<file path="src/rtl/fifo_message_pkg.sv">
// -----------------------------------------------------------------------------
// fifo_message_pkg
// Shared types and constants for the NoC response/message record FIFO.
//   msg_t      : one five-byte record {header, dest ID, source ID, addr, data}
//   CMD_*      : header command codes (bits [2:0] of al_dl); only the consumer
//                interprets them, the FIFO stores records opaquely.
// -----------------------------------------------------------------------------
package fifo_message_pkg;

    localparam int unsigned BYTE_W = 8;
    localparam int unsigned MSG_W  = 5 * BYTE_W;

    // Header byte layout: {Alen[7:6], Dlen[5:3], cmd[2:0]}
    localparam logic [2:0] CMD_IDLE       = 3'd0;
    localparam logic [2:0] CMD_READ       = 3'd1;
    localparam logic [2:0] CMD_WRITE      = 3'd2;
    localparam logic [2:0] CMD_READ_RESP  = 3'd3;
    localparam logic [2:0] CMD_WRITE_RESP = 3'd4;
    localparam logic [2:0] CMD_MESSAGE    = 3'd5;

    typedef struct packed {
        logic [BYTE_W-1:0] al_dl;
        logic [BYTE_W-1:0] d_id;
        logic [BYTE_W-1:0] s_id;
        logic [BYTE_W-1:0] m_addr;
        logic [BYTE_W-1:0] m_data;
    } msg_t;

endpackage : fifo_message_pkg

</file>
<file path="src/rtl/fifo_message.sv">
// -----------------------------------------------------------------------------
// fifo_message
// Show-ahead FIFO of five-byte NoC response/message records, sitting between
// the request-side logic (producer) and the frm_data serializer (consumer).
//
// Parameters
//   DEPTH : number of record entries (power of two, >= 2)
//   AW    : pointer width, $clog2(DEPTH)
//
// Ports
//   clk, reset        : clock, asynchronous active-low reset
//   Al_Dlin .. M_Datain : record bytes pushed when writep is accepted
//   writep, readp     : push / pop requests
//   Al_Dl .. M_Dataout  : head record, combinational; 8'h00 while empty
//   emptyp, fullp     : occupancy flags decoded from the registered count
//
// Optional build macro
//   FIFO_MESSAGE_ASSERT_EN : compiles in simulation-only overflow/underflow
//                            and count-range checks. No effect on hardware.
// -----------------------------------------------------------------------------
module fifo_message
    import fifo_message_pkg::*;
#(
    parameter int unsigned DEPTH = 16,
    parameter int unsigned AW    = $clog2(DEPTH)
) (
    input  logic              clk,
    input  logic              reset,
    input  logic [BYTE_W-1:0] Al_Dlin,
    input  logic [BYTE_W-1:0] D_IDin,
    input  logic [BYTE_W-1:0] S_IDin,
    input  logic [BYTE_W-1:0] M_Addrin,
    input  logic [BYTE_W-1:0] M_Datain,
    input  logic              writep,
    input  logic              readp,
    output logic [BYTE_W-1:0] Al_Dl,
    output logic [BYTE_W-1:0] D_IDout,
    output logic [BYTE_W-1:0] S_IDout,
    output logic [BYTE_W-1:0] M_Addrout,
    output logic [BYTE_W-1:0] M_Dataout,
    output logic              emptyp,
    output logic              fullp
);

    localparam int unsigned CW = AW + 1;

    msg_t          mem [DEPTH];
    logic [AW-1:0] wr_ptr;
    logic [AW-1:0] rd_ptr;
    logic [CW-1:0] count;

    logic          push_ok;
    logic          pop_ok;
    msg_t          wr_rec;
    msg_t          head;

    // Flags come only from the registered count, never from writep/readp.
    assign emptyp = (count == '0);
    assign fullp  = (count == CW'(DEPTH));

    // A push while full is admitted only because the same-cycle pop frees
    // the head slot; a pop while empty is simply dropped.
    assign push_ok = writep && (!fullp || readp);
    assign pop_ok  = readp && !emptyp;

    assign wr_rec = '{al_dl:  Al_Dlin,
                      d_id:   D_IDin,
                      s_id:   S_IDin,
                      m_addr: M_Addrin,
                      m_data: M_Datain};

    // Record storage; not reset, empty gating hides stale contents.
    always_ff @(posedge clk) begin
        if (push_ok) begin
            mem[wr_ptr] <= wr_rec;
        end
    end

    // Pointers wrap naturally since DEPTH is a power of two.
    always_ff @(posedge clk or negedge reset) begin
        if (!reset) begin
            wr_ptr <= '0;
            rd_ptr <= '0;
        end else begin
            if (push_ok) begin
                wr_ptr <= wr_ptr + AW'(1);
            end
            if (pop_ok) begin
                rd_ptr <= rd_ptr + AW'(1);
            end
        end
    end

    // Occupancy count.
    always_ff @(posedge clk or negedge reset) begin
        if (!reset) begin
            count <= '0;
        end else begin
            unique case ({push_ok, pop_ok})
                2'b10:   count <= count + CW'(1);
                2'b01:   count <= count - CW'(1);
                default: count <= count;
            endcase
        end
    end

    // Show-ahead head, forced to zero while empty.
    always_comb begin
        head = '0;
        if (!emptyp) begin
            head = mem[rd_ptr];
        end
    end

    assign Al_Dl     = head.al_dl;
    assign D_IDout   = head.d_id;
    assign S_IDout   = head.s_id;
    assign M_Addrout = head.m_addr;
    assign M_Dataout = head.m_data;

`ifdef FIFO_MESSAGE_ASSERT_EN
    // Simulation-only protocol checks.
    always @(posedge clk) begin
        if (reset) begin
            if (writep && fullp && !readp) begin
                $error("fifo_message: overflow, push while full dropped");
            end
            if (readp && emptyp) begin
                $error("fifo_message: underflow, pop while empty ignored");
            end
            if (count > CW'(DEPTH)) begin
                $error("fifo_message: count %0d exceeds DEPTH %0d", count, DEPTH);
            end
        end
    end
`endif

endmodule : fifo_message

</file>
<file path="config.mk">
export PLATFORM = sky130hd
export DESIGN_NAME = fifo_message
export DESIGN_NICKNAME = d
export VERILOG_FILES = /design/src/rtl/fifo_message_pkg.sv /design/src/rtl/fifo_message.sv
export SDC_FILE = /design/constraint.sdc
export NUM_CORES = 1
export LEC_CHECK = 0
export ABC_AREA = 1
export CAP_MARGIN = 10
export CORE_MARGIN = 8
export CORE_UTILIZATION = 45
export DETAILED_ROUTE_END_ITERATION = 16
export DONT_BUFFER_PORTS = 1
export PLACE_DENSITY_LB_ADDON = 0.08
export REMOVE_ABC_BUFFERS = 1
export SYNTH_ARGS = -nofsm -noshare
export SYNTH_HDL_FRONTEND = slang
export SYNTH_SLANG_ARGS = --single-unit
</file>
<file path="constraint.sdc">
create_clock -name clk -period 6.4 [get_ports clk]
set_input_delay 0.32 -clock clk [delete_from_list [all_inputs] [get_ports clk]]
set_output_delay 0.32 -clock clk [all_outputs]
set_load 0.005 [all_outputs]
</file>
==> metrics.log <==
INFO  metric share_of_synthesized_area_occupied_by_flip_flops_and_latches = roughly 73%
INFO  metric cts_max_level = 3
INFO  metric grt_start_max_net_pins = ~200
INFO  metric status = finished, final reports clean
INFO  metric synth_seq_cells = between 600 and 700
INFO  metric dieHeight = about 260 µm
INFO  metric drive_gt1_share = under 10%
INFO  metric firstDrtPassIters = 5
INFO  metric worst_setup_path_start_kind = flop
INFO  metric initial_antenna_violation_count = 1
INFO  metric path_max_fanout = between 200 and 250
INFO  metric timing.setup.critical_path_class = reg -> out
INFO  metric setup_slack = between 2 and 2.5 ns
INFO  metric r2r-start = rd_ptr[0]$_DFFE_PN0P_
INFO  metric dpl-instance-area = ~0.027 mm²
INFO  metric static-leakage-power = approximately 0.011 µW
INFO  metric peak_usage_layer_in_the_global_routing_report = met2
INFO  metric met1_track_utilization_from_global_routing = 29.2%
INFO  metric detail_route.vias_per_cell = ~5.5
INFO  metric die_width = approximately 260 µm
INFO  metric cts.root.buffer_cell = sky130_fd_sc_hd__clkbuf_16
INFO  metric final-setup-viol-count = 0
INFO  metric grt_use_met2 = about a third
INFO  metric synth-main-ff-cell = sky130_fd_sc_hd__edfxtp_1
INFO  metric timing.max_slew.rel_slack = about a quarter
INFO  metric yosysWarnings = 0
INFO  metric postSynthAreaPerCell = between 10 and 15 µm²
INFO  metric cp_slowest_stage_delay = 0.91 ns
INFO  metric grt_usage = approximately a fifth
INFO  metric worst_setup_slack_before_clock_tree_synthesis = around 2.9 ns
INFO  metric wl = roughly 70000 µm
INFO  metric grt_pass1_vias = between 15k and 20k
INFO  metric grt_pass1_wl = approximately 100000 µm
INFO  metric pin_count = 86
INFO  metric netlist-cell-type-count = 26
INFO  metric number_of_flops_mapped_to_enable_cells_by_yosys = 640
INFO  metric syn_area = between 0.02 and 0.03 mm²
INFO  metric vias = 16.7k
INFO  metric critical_path_arrival = about 3.9 ns
INFO  metric hold_slack = ~0.056 ns
INFO  metric cap_viol_max_count = 0
INFO  metric sequential_cell_area = 0.0196 mm²
INFO  metric final_hold_viol_count = 0
INFO  metric max_slew.worst_pin.slew = 1.14 ns
INFO  metric layout_worst_path_cycle_share = between 60% and 70%
INFO  metric hold_path.class = in -> reg
INFO  metric grt_setup_unrepaired = false
INFO  metric worstPathBufferInverterCount = 2
INFO  metric crit_path_frequent_cell = sky130_fd_sc_hd__nand2_1
INFO  metric max_clock_freq = 0.239 GHz
INFO  metric route.antenna.remaining_nets = 0
INFO  metric number_of_standard_cells_after_synthesis = around 2.2k
INFO  metric total_power = about 14000 µW
INFO  metric clock_sinks = between 600 and 700
INFO  metric power_density = between 400 and 500 mW/mm²
INFO  metric design_area = between 0.02 and 0.03 mm²
INFO  metric initial_core_utilization = 45.4%
INFO  metric finalClockSkew = approximately 0.021 ns
INFO  metric timing.final.crit_period = ~4.2 ns
INFO  metric drt-wirelength-per-cell = roughly 23 µm
INFO  metric cts_made_buffers = between 70 and 80
INFO  metric cell_chain_critical_path = buf_12 -> buf_4 -> nand2_1 -> nand3_1 -> nand3_1 -> nand2_1 -> nand2_1 -> a21oi_2
INFO  metric power.ir.vdd_worst = ~0.37 mV
INFO  metric layout_overhead_on_the_synthesized_area = 11.7%
INFO  metric critPathCaptureType = primary output
INFO  metric overflow = 0
INFO  metric grt_use_met3 = between 3 and 4%
INFO  metric fillers = 5150
INFO  metric dp.final_hpwl = approximately 33000 µm
INFO  metric worst_setup_hold_path_clk_slew = around 0.05 ns
INFO  metric hold_start = readp
INFO  metric drtIter0Drc = around 1.3k
INFO  metric clock_network_latency_to_the_later_pin_of_the_worst_skew_pair = 0.60 ns
INFO  metric nNetsFinal = between 2k and 2.5k
INFO  metric num_rows = 89
INFO  metric cts-root-to-sink-buffers = 3
INFO  metric floorplan.die_area = between 0.06 and 0.07 mm²
INFO  metric worst_ep_required_time = 6.08 ns
INFO  metric remaining_drcs = 0
INFO  metric final_core_utilization = 50.7%
INFO  metric port_buffers = 0
INFO  metric synth-async-reset-ratio = 1.99%
INFO  metric routabilityCongestion = 0.754
INFO  metric core_area = around 0.06 mm²
INFO  metric multiInputGateArea = between 0.006 and 0.007 mm²
INFO  metric path_delay_family = buffers and inverters
INFO  metric cts.repair.resized = 0
INFO  metric final_count_of_pins_violating_max_slew = 0
INFO  metric cpMaxStageDelayCell = sky130_fd_sc_hd__dfrtp_4
INFO  metric clock_tree_from_tritoncts = done
INFO  metric worstSetupStartpoint = rd_ptr[0]$_DFFE_PN0P_
stage by stage:
stage / setup TNS (ns) / instances
final: 0 / 3066
after global routing: 0 / 3066
after CTS: 0 / 3065
after detailed placement: 0 / 2895
after global placement: 0 / 2895
after floorplan: -92.94 / 2082
per-layer routing:
| metal | vias up | part of all wire, % |
|---|---|---|
| met2 | 484 | 46 |
| met5 | - | 0 |
| met4 | 0 | 2.1 |
| met1 | 8289 | 46 |
| met3 | 99 | 5.9 |
| li1 | 7846 | - |
cell usage in the layout, fill, tap and decap left out, types with 2 or more instances in the layout:
master                          netlist  routed
sky130_fd_sc_hd__o21ai_0              6       6
sky130_fd_sc_hd__buf_4               23      37
sky130_fd_sc_hd__a21oi_2             16      16
sky130_fd_sc_hd__buf_12               0       3
sky130_fd_sc_hd__dlygate4sd3_1        0      43
sky130_fd_sc_hd__clkinv_2             0      11
sky130_fd_sc_hd__clkbuf_16            0      77
sky130_fd_sc_hd__nand2_1            825     825
sky130_fd_sc_hd__inv_6                1       3
sky130_fd_sc_hd__xor2_1               6       6
sky130_fd_sc_hd__clkinv_1             1      14
sky130_fd_sc_hd__edfxtp_1           640     640
sky130_fd_sc_hd__clkbuf_1            16      22
sky130_fd_sc_hd__nor2_1               4       3
sky130_fd_sc_hd__nand3_1            492     492
sky130_fd_sc_hd__dfrtp_4              0       3
sky130_fd_sc_hd__inv_1               18      18
sky130_fd_sc_hd__ha_1                 9       9
sky130_fd_sc_hd__xnor2_1              2       2
sky130_fd_sc_hd__a21oi_1             26      26
sky130_fd_sc_hd__inv_2                3       2
sky130_fd_sc_hd__nor3_2               0      16
sky130_fd_sc_hd__dfrtp_1             13       9
repair_timing:
item                                   CTS  global route
endpoints found under the hold margin  656             0
hold buffers                            43             0
setup buffers                            0             0
synth_stat cells, types with 2 or more instances:
cell type	n	area [µm²]
sky130_fd_sc_hd__edfxtp_1	640	19200
sky130_fd_sc_hd__nand2_1	825	3100
sky130_fd_sc_hd__xor2_1	6	52.6
sky130_fd_sc_hd__buf_4	23	173
sky130_fd_sc_hd__dfrtp_1	13	325
sky130_fd_sc_hd__xnor2_1	2	17.5
sky130_fd_sc_hd__inv_2	3	11.3
sky130_fd_sc_hd__a21oi_2	16	140
sky130_fd_sc_hd__buf_2	65	325
sky130_fd_sc_hd__inv_1	18	67.6
sky130_fd_sc_hd__nand3_1	492	2460
sky130_fd_sc_hd__buf_8	2	30.0
sky130_fd_sc_hd__nor3_1	16	80.1
sky130_fd_sc_hd__o21ai_0	6	30.0
sky130_fd_sc_hd__clkbuf_1	16	60.1
sky130_fd_sc_hd__ha_1	9	113
sky130_fd_sc_hd__nor2_1	4	15.0
sky130_fd_sc_hd__buf_6	23	259
sky130_fd_sc_hd__buf_1	9	33.8
sky130_fd_sc_hd__a21oi_1	26	130
registers in the layout (all words and copies together), names as in the netlist:
register	flops
mem	640
count	5
rd_ptr	4
wr_ptr	4
area by class of cell:
cell class / count / share of cell area, %
flip-flops and latches: 653 / 65.6
clock buffers: 99 / 6.74
diodes: 1 / 0.00839
repair buffers: 83 / 2.58
well taps: 773 / 3.24
inverters: 23 / 0.340
clock inverters: 28 / 0.520
multi-input cells: 1406 / 21.0
worst reg2reg max path, cell delays in order, from the launching register on:
cell,delay [ns]
sky130_fd_sc_hd__dfrtp_4,0.91
sky130_fd_sc_hd__buf_12,0.80
sky130_fd_sc_hd__buf_4,0.83
sky130_fd_sc_hd__nand3_1,0.23
sky130_fd_sc_hd__xor2_1,0.19
sky130_fd_sc_hd__nand2_1,0.08
sky130_fd_sc_hd__o21ai_0,0.07
kinds of logic (layout without fill, tap and decap cells):
| group | Yosys count | after routing | synth area share (%) |
|---|---|---|---|
| XOR/XNOR | 8 | 8 | 0.263 |
| adder cells (fa/ha/maj) | 9 | 9 | 0.422 |
| AND/OR/NAND/NOR | 1339 | 1339 | 21.2 |
| other | 0 | 1 | 0 |
| AO/OA/AOI/OAI | 50 | 50 | 1.18 |
| buffers and inverters | 161 | 233 | 3.64 |
| flip-flops | 653 | 653 | 73.3 |
worst paths after layout:
check,end,slack (ns),depth (start not counted)
max,S_IDout[1],2.21,8
min,wr_ptr[2]$_DFFE_PN0P_,0.06,4
max reg2reg,rd_ptr[3]$_DFFE_PN0P_,3.16,6
min reg2reg,count[3]$_DFFE_PN0P_,0.51,2
max in group asynchronous,rd_ptr[2]$_DFFE_PN0P_,5.65,1
min in group asynchronous,count[0]$_DFFE_PN0P_,0.22,1
where the power goes:
group          total, µW  internal, µW  switching, µW
sequential          5370          5130            232
combinational       4340          1190           3150
clock               3850          2230           1620
Note: power is estimated with default switching activity, not from simulation.
